### src/rtl/imem_loader.sv
// imem_loader: boot-time program loader for the CPU instruction memory.
// Takes a byte stream over a valid/ready handshake and packs byte pairs into
// 16-bit words, high byte first. Each word is written to the next
// instruction-memory address, starting at 0. The halt word 16'hFFFF is
// written as well, then the loader stops and raises cpu_run.
//
// Build option: define IMEM_LOADER_CHECKSUM_EN to require a trailing XOR
// checksum byte after the terminator before cpu_run is released.
//
// Ports:
//   clk, rst      clock; asynchronous active-high reset
//   in_valid      source presents a byte on in_data
//   in_data       stream byte
//   in_ready      loader can accept a byte this cycle
//   imem_we       one-cycle instruction-memory write strobe
//   imem_addr     write address in words (registered)
//   imem_wdata    instruction word to write (registered)
//   loading       high while the program is being received or written
//   cpu_run       program loaded, CPU may fetch (sticky until reset)
//   error         load failed (sticky until reset)
//   word_count    words written so far, including the terminator
module imem_loader #(
    parameter int unsigned MAX_WORDS = 256
) (
    input  logic        clk,
    input  logic        rst,
    input  logic        in_valid,
    input  logic [7:0]  in_data,
    output logic        in_ready,
    output logic        imem_we,
    output logic [15:0] imem_addr,
    output logic [15:0] imem_wdata,
    output logic        loading,
    output logic        cpu_run,
    output logic        error,
    output logic [15:0] word_count
);

    localparam logic [15:0] LAST_ADDR = 16'(MAX_WORDS - 1);
    localparam logic [15:0] HALT_WORD = 16'hFFFF;

    typedef enum logic [2:0] {
        S_RECV_HI,
        S_RECV_LO,
        S_WRITE,
`ifdef IMEM_LOADER_CHECKSUM_EN
        S_CHK,
`endif
        S_DONE,
        S_ERROR
    } state_t;

    state_t      state, state_next;
    logic [15:0] addr;
    logic [15:0] word;

`ifdef IMEM_LOADER_CHECKSUM_EN
    logic [7:0]  checksum;
`endif

    // Next-state and state-decoded outputs.
    always_comb begin
        state_next = state;
        in_ready   = 1'b0;
        imem_we    = 1'b0;
        loading    = 1'b0;
        cpu_run    = 1'b0;
        error      = 1'b0;
        case (state)
            S_RECV_HI: begin
                in_ready = 1'b1;
                loading  = 1'b1;
                if (in_valid) state_next = S_RECV_LO;
            end
            S_RECV_LO: begin
                in_ready = 1'b1;
                loading  = 1'b1;
                if (in_valid) state_next = S_WRITE;
            end
            S_WRITE: begin
                imem_we = 1'b1;
                loading = 1'b1;
                // Terminator check takes priority over the capacity check,
                // so a terminator landing in the last slot still succeeds.
                if (word == HALT_WORD) begin
`ifdef IMEM_LOADER_CHECKSUM_EN
                    state_next = S_CHK;
`else
                    state_next = S_DONE;
`endif
                end else if (addr == LAST_ADDR) begin
                    state_next = S_ERROR;
                end else begin
                    state_next = S_RECV_HI;
                end
            end
`ifdef IMEM_LOADER_CHECKSUM_EN
            S_CHK: begin
                in_ready = 1'b1;
                loading  = 1'b1;
                if (in_valid) state_next = (in_data == checksum) ? S_DONE : S_ERROR;
            end
`endif
            S_DONE: begin
                cpu_run = 1'b1;
            end
            S_ERROR: begin
                error = 1'b1;
            end
            default: begin
                state_next = S_ERROR;
            end
        endcase
    end

    always_ff @(posedge clk or posedge rst) begin
        if (rst) begin
            state      <= S_RECV_HI;
            addr       <= '0;
            word       <= '0;
            imem_addr  <= '0;
            imem_wdata <= '0;
            word_count <= '0;
        end else begin
            state <= state_next;
            case (state)
                S_RECV_HI: begin
                    if (in_valid) word[15:8] <= in_data;
                end
                S_RECV_LO: begin
                    // Output registers are loaded here so they are already
                    // valid during the WRITE cycle and hold afterwards.
                    if (in_valid) begin
                        word[7:0]  <= in_data;
                        imem_wdata <= {word[15:8], in_data};
                        imem_addr  <= addr;
                    end
                end
                S_WRITE: begin
                    word_count <= word_count + 16'd1;
                    if (word != HALT_WORD && addr != LAST_ADDR) addr <= addr + 16'd1;
                end
                default: begin
                end
            endcase
        end
    end

`ifdef IMEM_LOADER_CHECKSUM_EN
    // Running XOR of every byte accepted in the receive states, which
    // includes both terminator bytes; the check byte itself is excluded.
    always_ff @(posedge clk or posedge rst) begin
        if (rst) begin
            checksum <= '0;
        end else if (in_valid && (state == S_RECV_HI || state == S_RECV_LO)) begin
            checksum <= checksum ^ in_data;
        end
    end
`endif

endmodule

### config.mk
export PLATFORM = sky130hd
export DESIGN_NAME = imem_loader
export DESIGN_NICKNAME = d
export VERILOG_FILES = /design/src/rtl/imem_loader.sv
export SDC_FILE = /design/constraint.sdc
export NUM_CORES = 1
export LEC_CHECK = 0
export CAP_MARGIN = 20
export CORE_ASPECT_RATIO = 1.1
export CORE_MARGIN = 2
export CORE_UTILIZATION = 55
export CTS_CLUSTER_DIAMETER = 40
export DETAILED_ROUTE_END_ITERATION = 12
export PLACE_DENSITY = 0.84
export SYNTH_ARGS = -nofsm -noshare
export SYNTH_HDL_FRONTEND = slang
export SYNTH_SLANG_ARGS = --single-unit
export TNS_END_PERCENT = 50
### constraint.sdc
create_clock -name clk -period 6.7 [get_ports clk]
set_input_delay 0.67 -clock clk [delete_from_list [all_inputs] [get_ports clk]]
set_output_delay 0.67 -clock clk [all_outputs]
set_load 0.05 [all_outputs]
==> impl_metrics.yaml, run 1 <==
global_route:
  grt_use_total_pct: 20.61
  grt_pass1_vias: 2163
  grt_pass1_wl_um: 10430
  antenna_found_initial: 0
  grt_max_degree: 76
  overflow: 0
cts:
  cts_buffers: 9
  post_cts_resized: 0
  clk_latency_ps: 350
  clock-sinks: 75
  clk_pin_slew_worst_paths_ps: 70
  cts_tree: "yes"
  htreeDepth: 3
  clockBufferDepth: 2
  cts-root-buf: "clkbuf_8"
  post_cts_buffers: 0
  cts_hold_buf: 0
sta:
  finalCriticalPeriod_ps: 2880
  clock_skew_ps: 3.333
  tightest_slew_ps: 1039
  hold_viol_final: 0
  fmax_mhz: 347.2
  finalSetupViolCount: 0
  rsz0062_at_grt: "false"
  timing.setup.tns_ps: 0
  final.period_utilization_pct: 42.99
  slew_headroom_pct: 29.96
  drv_slew: 0
die:
  die_area_um2: 6492
  std_cell_rows: 29
  core_area_um2: 5733
  fp.dieH_um: 84.31
  start_util_pct: 56.24
  io_pins: 64
  die_w_um: 77.01
cells_and_area:
  final_cell_mix: "dfrtp_1 (75), clkdlybuf4s50_1 (63), mux2_2 (41), xor2_1 (16), xnor2_1 (14)"
  final_area_um2: 4051
  layout_commonest_cell: "dfrtp_1"
  drive_above_1_share_pct: 20.19
  area_delta_synth_final_pct: 25.65
  diodes: 0
  fin_nets: 320
power_and_ir_drop:
  powerDensity_nw_per_um2: 446.8
  p_sw_share_pct: 42.38
  p_leak_uw: 0.001808
  internal_power_uw: 1043
  peakVddDrop_mv: 0.3374
  pwr-share-comb_pct: 44.3
  total_power_uw: 1810
  p_clk_share_pct: 16.9
  p_seq_share_pct: 38.8
  p_sw_uw: 767.2
yosys:
  yosysWarnings: 0
  avgSynthCellArea_um2: 13.05
  synth_nets: 260
  seq_area_frac_synth_pct: 58.21
  synth.distinct_cells: 33
  syn_inst: 247
  ys_seq_elements: 75
  netlist_area_um2: 3224
  synth_area_leaders: "dfrtp_1 (58%), mux2_2 (14%), xor2_1 (4.3%)"
  synth_top_area_share_pct: 58.21
  yosys.area.top_type: "dfrtp_1"
placed_design:
  place_area_um2: 3879
  hpwl_um: 4117
  portBuffers: 63
  gp_congestion: 0.7390
worst_setup_path:
  cp-end-kind: "primary output"
  path_max_fanout: 8
  slowest_stage: "clkdlybuf4s50_1"
  path_cells: "nor3b_4, clkdlybuf4s50_1"
  crit_path_max_incr_delay_ps: 900
  cp.arrival_ps: 2210
  start_kind: "flop"
  crit_type: "flop to primary output"
  cp.required_ps: 6030
hold_path:
  hold_path.class: "flop to flop"
drt:
  via_count: 2122
  ant_nets: 0
  avgRoutedWirePerCell_um: 15.73
  vias_per_cell: 5.455
  drt-total-wl_um: 6118
  drt_iter0_drc: 193
  dr.pass1.iters: 4
  remaining_drc_errors: 0
flow_run:
  cap_viol_max_count: 0
status:
  status: "completed"
-- power by group through the flow --
stage | clock network [µW] | registers (µW) | logic [µW]
finish | 307 | 702 | 802
global placement | 0 | 700 | 784
global route | 332 | 721 | 845
CTS | 314 | 701 | 810
detailed placement | 0 | 705 | 801
floorplan | 0 | 863 | 417
-- worst paths after layout --
check	slack, ps	cells past startpoint	from	to
max in group asynchronous	5200	3	rst	word_count[5]
setup / recovery	3820	2	state[1]	imem_we
hold / removal	470	1	word_count[15]	word_count[15]
min in group asynchronous	930	3	rst	imem_wdata[13]
hold reg to reg	470	1	word_count[15]	word_count[15]
setup reg to reg	4600	4	addr[8]	addr[1]
-- cells in the mapped netlist --
cell	number
a41o_1	1
nor4b_1	1
nor3_1	8
xor2_1	16
nor3b_1	1
or4_1	3
mux2_2	41
ha_1	2
nand2_1	12
nor2_1	4
nor2b_1	1
nand4_1	11
nor4_4	1
a21oi_1	2
and4_1	2
nor3b_4	1
a31oi_1	1
dfrtp_1	75
or2_2	2
o41ai_1	1
nor4_1	6
mux2_1	1
nor2_2	1
buf_2	4
buf_4	8
inv_1	5
nand4bb_1	1
and3_1	8
nand3_1	7
clkbuf_1	4
xnor2_1	14
o21a_1	1
o22ai_1	1
-- state kept, by name (all words and copies together), names as in the netlist --
| name | flops |
|---|---|
| word_count | 16 |
| state | 3 |
| word | 8 |
| addr | 16 |
| imem_wdata | 16 |
| imem_addr | 16 |
-- kinds of logic after synthesis --
kind of cell             count (synthesis)  share of synthesized area, %
AND/OR/NAND/NOR                         70                         13.16
AO/OA/AOI/OAI                            7                         1.514
multiplexers                            42                         14.67
buffers and inverters                   21                         3.531
adder cells (fa/ha/maj)                  2                        0.7760
flip-flops                              75                         58.21
XOR/XNOR                                30                         8.149
-- cell type report --
class / count / area [µm²]
tap: 77 / 96.34
clock inverter: 2 / 10.01
inverter: 5 / 18.77
multi-input combinational: 151 / 1241
timing repair buffer: 65 / 645.6
clock buffer: 14 / 162.7
fill: 442 / 1682
sequential: 75 / 1877
-- metal layers --
metal	track usage [%]	share of wire [%]	vias to the layer above
met5	0	0	-
met4	11.36	2.6	0
met3	3.871	4.5	15
met2	31.42	49	66
met1	28.17	44	1052
li1	-	-	989
-- worst max-delay path, delay by kind of cell (launching register included) --
| kind | cells | cell delay [ps] |
|---|---|---|
| AND/OR/NAND/NOR | 1 | 480 |
| flip-flops | 1 | 480 |
| buffers and inverters | 1 | 900 |
-- through the flow --
stage / std cells / hold WS (ps) / setup WS (ps) / util (%)
3_5_place_dp: 373 / 465.7 / 4148 / 67.66
6_report: 389 / 471.3 / 3820 / 70.67
2_1_floorplan: 247 / 453.1 / 4120 / -
5_1_grt: 389 / 525.7 / 3749 / 70.67
3_3_place_gp: 373 / 463.6 / 4196 / 67.66
4_1_cts: 389 / 478.7 / 3807 / 70.67
Power figures use the tool's default switching activity.
==> run 2: changes to the inputs <==
--- a/config.mk
+++ b/config.mk
@@ -8,10 +8,10 @@
 export CAP_MARGIN = 20
 export CORE_ASPECT_RATIO = 1.1
 export CORE_MARGIN = 2
-export CORE_UTILIZATION = 55
+export CORE_UTILIZATION = 51
 export CTS_CLUSTER_DIAMETER = 40
 export DETAILED_ROUTE_END_ITERATION = 12
-export PLACE_DENSITY = 0.84
+export PLACE_DENSITY = 0.79
 export SYNTH_ARGS = -nofsm -noshare
 export SYNTH_HDL_FRONTEND = slang
 export SYNTH_SLANG_ARGS = --single-unit
==> constraint.sdc (replaced) <==
create_clock -name clk -period 2.9 [get_ports clk]
set_input_delay 0.29 -clock clk [delete_from_list [all_inputs] [get_ports clk]]
set_output_delay 0.29 -clock clk [all_outputs]
set_load 0.05 [all_outputs]
==> run 2 against run 1 <==
  * Clock skew up 2.8 ps
  * Core utilization down 3.6 points
  * Power up 140%
  * Register-to-register slack worse by 3800 ps
  * Worst hold slack worse by 140 ps
  * Sequential power up 130%
  * Die area up 7.4%
  * Via count down 2.3%
  * First-iteration DRC count down 49%
  * Combinational power up 130%
  * Critical path depth up 1
  * Global-route usage down 1.4 points
  * Critical path type unchanged
==> impl_metrics.yaml, run 2 (same netlist as run 1, synthesis figures left out) <==
cells_and_area:
  area_delta_synth_final_pct: 28.09
  final_cell_mix: "dfrtp_1 (75), clkdlybuf4s50_1 (63), mux2_2 (41), xor2_1 (16), xnor2_1 (14)"
  diodes: 0
  drive_above_1_share_pct: 21.90
  fin_nets: 323
  final_core_util_pct: 67.09
  layout_commonest_cell: "dfrtp_1"
placed_design:
  dp_slack_ps: 861.6
  hpwl_um: 4234
  portBuffers: 63
  gp_congestion: 0.7989
die:
  std_cell_rows: 30
  fp.dieH_um: 87.40
  start_util_pct: 52.38
  die_w_um: 79.81
  core_area_um2: 6156
  io_pins: 64
  die_area_um2: 6975
worst_setup_path:
  path_max_fanout: 7
  crit_path_max_incr_delay_ps: 840
  rr_startpoint: "addr[8]"
  cp-end-kind: "primary output"
  crit_type: "flop to primary output"
  r2r-end: "addr[1]"
  cp_top_family: "buffers and inverters"
  worst-path-buf-inv: 2
  rrSetupSlack_ps: 830
  cp.required_ps: 2610
  slowest_stage: "clkdlybuf4s50_1"
  reg2reg_depth: 4
  start_kind: "flop"
  path_cells: "inv_1, nor3_1, clkdlybuf4s50_1"
  critPathLaunch: "state[0]"
  cp.arrival_ps: 2010
sta:
  fin_ws_ps: 599.5
  timing.setup.tns_ps: 0
  rsz0062_at_grt: "false"
  hold_slack_ps: 332.8
  finalCriticalPeriod_ps: 2300
  hold_viol_final: 0
  slew_headroom_pct: 53.86
  clock_skew_ps: 6.122
  drv_slew: 0
  fmax_mhz: 434.7
  finalSetupViolCount: 0
  tightest_slew_ps: 685.8
  final.period_utilization_pct: 79.33
status:
  status: "completed"
cts:
  cts-root-buf: "clkbuf_8"
  clock-sinks: 75
  clk_pin_slew_worst_paths_ps: 70
  cts_tree: "yes"
  htreeDepth: 3
  cts_hold_buf: 0
  clk_latency_ps: 350
  post_cts_buffers: 0
  clockBufferDepth: 2
  post_cts_resized: 0
  cts_buffers: 9
drt:
  drt-total-wl_um: 6112
  drt_iter0_drc: 99
  remaining_drc_errors: 0
  dr.pass1.iters: 4
  avgRoutedWirePerCell_um: 15.47
  ant_nets: 0
  via_count: 2074
  vias_per_cell: 5.251
global_route:
  grt_pass1_vias: 2054
  grt_use_total_pct: 19.24
  grt_pass1_wl_um: 10100
  grt_max_degree: 76
  antenna_found_initial: 0
  overflow: 0
flow_run:
  cap_viol_max_count: 0
hold_path:
  hold_path.class: "primary input to asynchronous set/reset pin"
power_and_ir_drop:
  powerDensity_nw_per_um2: 1045
  total_power_uw: 4315
  peakVddDrop_mv: 0.9403
  p_leak_uw: 0.001846
run 2: cell types whose count changed in the layout (fill, tap and decap cells not counted), sizes merged:
cell,change
buf,+2
bufinv,+1
clkbuf,-1
clkinvlp,+1
run 2: worst reg2reg max path: stages (launching register included):
cell and delay, ps:
dfrtp_1 420, or4_1 580, nor4_4 540, nor2_2 120, mux2_2 290
run 2: layer usage:
layer / vias to the layer above / track usage (%) / part of all wire, %
li1: 998 / - / -
met1: 1015 / 25.64 / 46
met2: 52 / 29.95 / 48
met3: 9 / 5.913 / 4.3
met4: 0 / 6.934 / 1.5
met5: - / 0 / 0
run 2: layout make-up:
type                       count  area, µm²
sequential                    75       1877
inverter                       5      18.77
multi-input combinational    151       1241
timing repair buffer          68      680.7
tap                           80      100.1
clock inverter                 4      47.55
fill                         482       2026
clock buffer                  12      165.2
run 2: worst max path at each step:
| stage | endpoint | slack [ps] | cells past startpoint |
|---|---|---|---|
| after global placement | addr[1] | 890 | 4 |
| after CTS | cpu_run | 600 | 3 |
| after global routing | cpu_run | 490 | 3 |
| final | cpu_run | 600 | 3 |
| after detailed placement | addr[1] | 860 | 4 |
| after floorplan | imem_addr[1] | 540 | 6 |
run 2: stage by stage:
stage	cell area [µm²]	std cells
after floorplan	3224	247
after global routing	4130	395
after CTS	4123	394
final	4130	395
after global placement	3910	378
after detailed placement	3910	378
run 2: power by group:
group	switching, µW	leakage, µW	internal [µW]
Clock	370	0.000108	465
Sequential	269	0.000968	1340
Combinational	1140	0.000769	729
Total	1780	0.00185	2530
==> variant, RTL diff (settings of run 2) <==
The 5 states of `state_t` get a one-hot encoding in 5 bits.
--- a/src/rtl/imem_loader.sv
+++ b/src/rtl/imem_loader.sv
@@ -40,13 +40,13 @@
     localparam logic [15:0] HALT_WORD = 16'hFFFF;
 
-    typedef enum logic [2:0] {
-        S_RECV_HI,
-        S_RECV_LO,
-        S_WRITE,
+    typedef enum logic [4:0] {
+        S_RECV_HI = 5'b00001,
+        S_RECV_LO = 5'b00010,
+        S_WRITE   = 5'b00100,
 `ifdef IMEM_LOADER_CHECKSUM_EN
         S_CHK,
 `endif
-        S_DONE,
-        S_ERROR
+        S_DONE    = 5'b01000,
+        S_ERROR   = 5'b10000
     } state_t;
 
Formal check against the unedited RTL: same outputs for any inputs over 10 cycles, from zero or initial values and one cycle with rst high; not proved beyond that.
==> variant against run 2 <==
  * Setup slack worse by 0.26 ns
  * Area after synthesis is 2.3% higher
  * Sequential cell count is 2 higher
  * Cell count is 5.6% higher
  * Design area is 1.3% higher
  * Non-clock buffer count is 2 lower
  * Wire length is 4.3% higher
Power is not compared: it rests on default switching activity, and its combinational part moved more than twofold at a synthesized area within 25%.
==> variant: results (changes against run 2) <==
| Metric | Value |
|---|---|
| Crit path DAT | 2.27 ns (was 2.01 ns) |
| Pin count of the biggest net entering global routing | 28 (was 76) |
| R2r endpoint | imem_wdata[12] (was addr[1]) |
| Seq/Total Area, Yosys | 58.5% (was 58.2%) |
| Reg2reg setup slack | 0.97 ns (was 0.83 ns) |
| Worst clock skew | 0.0113 ns (was 0.00612 ns) |
| Post-synthesis net count | 282 (was 260) |
| CTS Root Cell | clkbuf_8 (unchanged) |
| Status | finished clean (unchanged) |
| Total GRT Usage | 19.6% (was 19.2%) |
| Share of layout cells above drive strength 1 | 17.8% (was 21.9%) |
| CP max FO | 4 (was 7) |
| Wire per inst | 15.3 microns (was 15.5 microns) |
| Worst Hold Class | in2async (unchanged) |
| Worst slew margin | 61.1% (was 53.9%) |
| Ranking of synthesized cells by area | dfrtp_1 58%, mux2_2 11%, xnor2_1 6.6% (was dfrtp_1 58%, mux2_2 14%, xor2_1 4.3%) |
| GP Congestion | 0.739 (was 0.799) |
| Hpwl dp | 4480 microns (was 4230 microns) |
| Critical path origin | state[3] (was state[0]) |
| Via density | 5.28 (was 5.25) |
| Vias in the first global route | 2209 (was 2054) |
| First-pass GRT wire length | 10500 microns (was 10100 microns) |
| Commonest cells post-synth | 76 x dfrtp_1, 42 x nand2_1, 32 x mux2_2 (was 75 x dfrtp_1, 41 x mux2_2, 16 x xor2_1) |
| Number of distinct library cells after synthesis | 31 (was 33) |
| Worst Setup EP | loading (was cpu_run) |
## variant: through the flow
step / std cells / area [sq um] / utilization (%) / hold WS (ns) / setup slack (ns)
global route: 417 / 4180 / 67.1 / 0.355 / 0.145
detailed placement: 401 / 3980 / 63.8 / 0.461 / 0.723
global placement: 401 / 3980 / 63.8 / 0.456 / 0.793
floorplan: 269 / 3300 / - / 0.395 / 0.645
CTS: 417 / 4180 / 67.1 / 0.331 / 0.333
finish: 417 / 4180 / 67.1 / 0.316 / 0.341
## variant: worst max-delay path, cell delays in order (launching register included)
cell             delay (ns)
dfrtp_1                0.41
nor3_1                 0.32
o21ai_0                0.22
nand2_1                0.16
clkdlybuf4s50_1        0.81
## variant: worst min path at each step
stage,endpoint,slack (ns),depth (start not counted)
after CTS,word[11],0.33,2
final,word_count[14],0.32,2
after detailed placement,word_count[15],0.46,1
after floorplan,imem_wdata[0],0.40,2
after global routing,word_count[15],0.35,2
after global placement,word_count[15],0.46,1
## variant: layout make-up
class                      count  area, sq um
tap                           80          100
inverter                       5         18.8
clock buffer                  11          151
multi-input combinational    173         1260
clock inverter                 5         57.6
fill                         485         2050
sequential                    77         1930
timing repair buffer          66          666
## variant: cells by family (layout without fill, tap and decap cells)
| kind of cell | Yosys count | after routing | share of synthesized area, % |
|---|---|---|---|
| buffers and inverters | 19 | 87 | 3.23 |
| AOI/OAI and AO/OA | 4 | 4 | 0.721 |
| muxes | 33 | 33 | 11.3 |
| DFF | 77 | 77 | 58.5 |
| and+or+nand+nor | 104 | 104 | 17.6 |
| adders and majority gates | 2 | 2 | 0.759 |
| xor gates and xnor gates | 30 | 30 | 7.97 |
## variant: power breakdown
group | switching (mW) | total (mW) | internal (mW)
Sequential | 0 | 1.07 | 1.07
Combinational | 0.0244 | 0.0384 | 0.0140
Clock | 0.395 | 0.841 | 0.446
## variant: routing by layer
metal	wire length (microns)	global-route usage, %	vias up
met4	110	8.32	0
met1	2920	25.0	1081
met5	0	0	-
li1	-	-	1049
met2	3070	32.8	63
met3	273	3.98	8
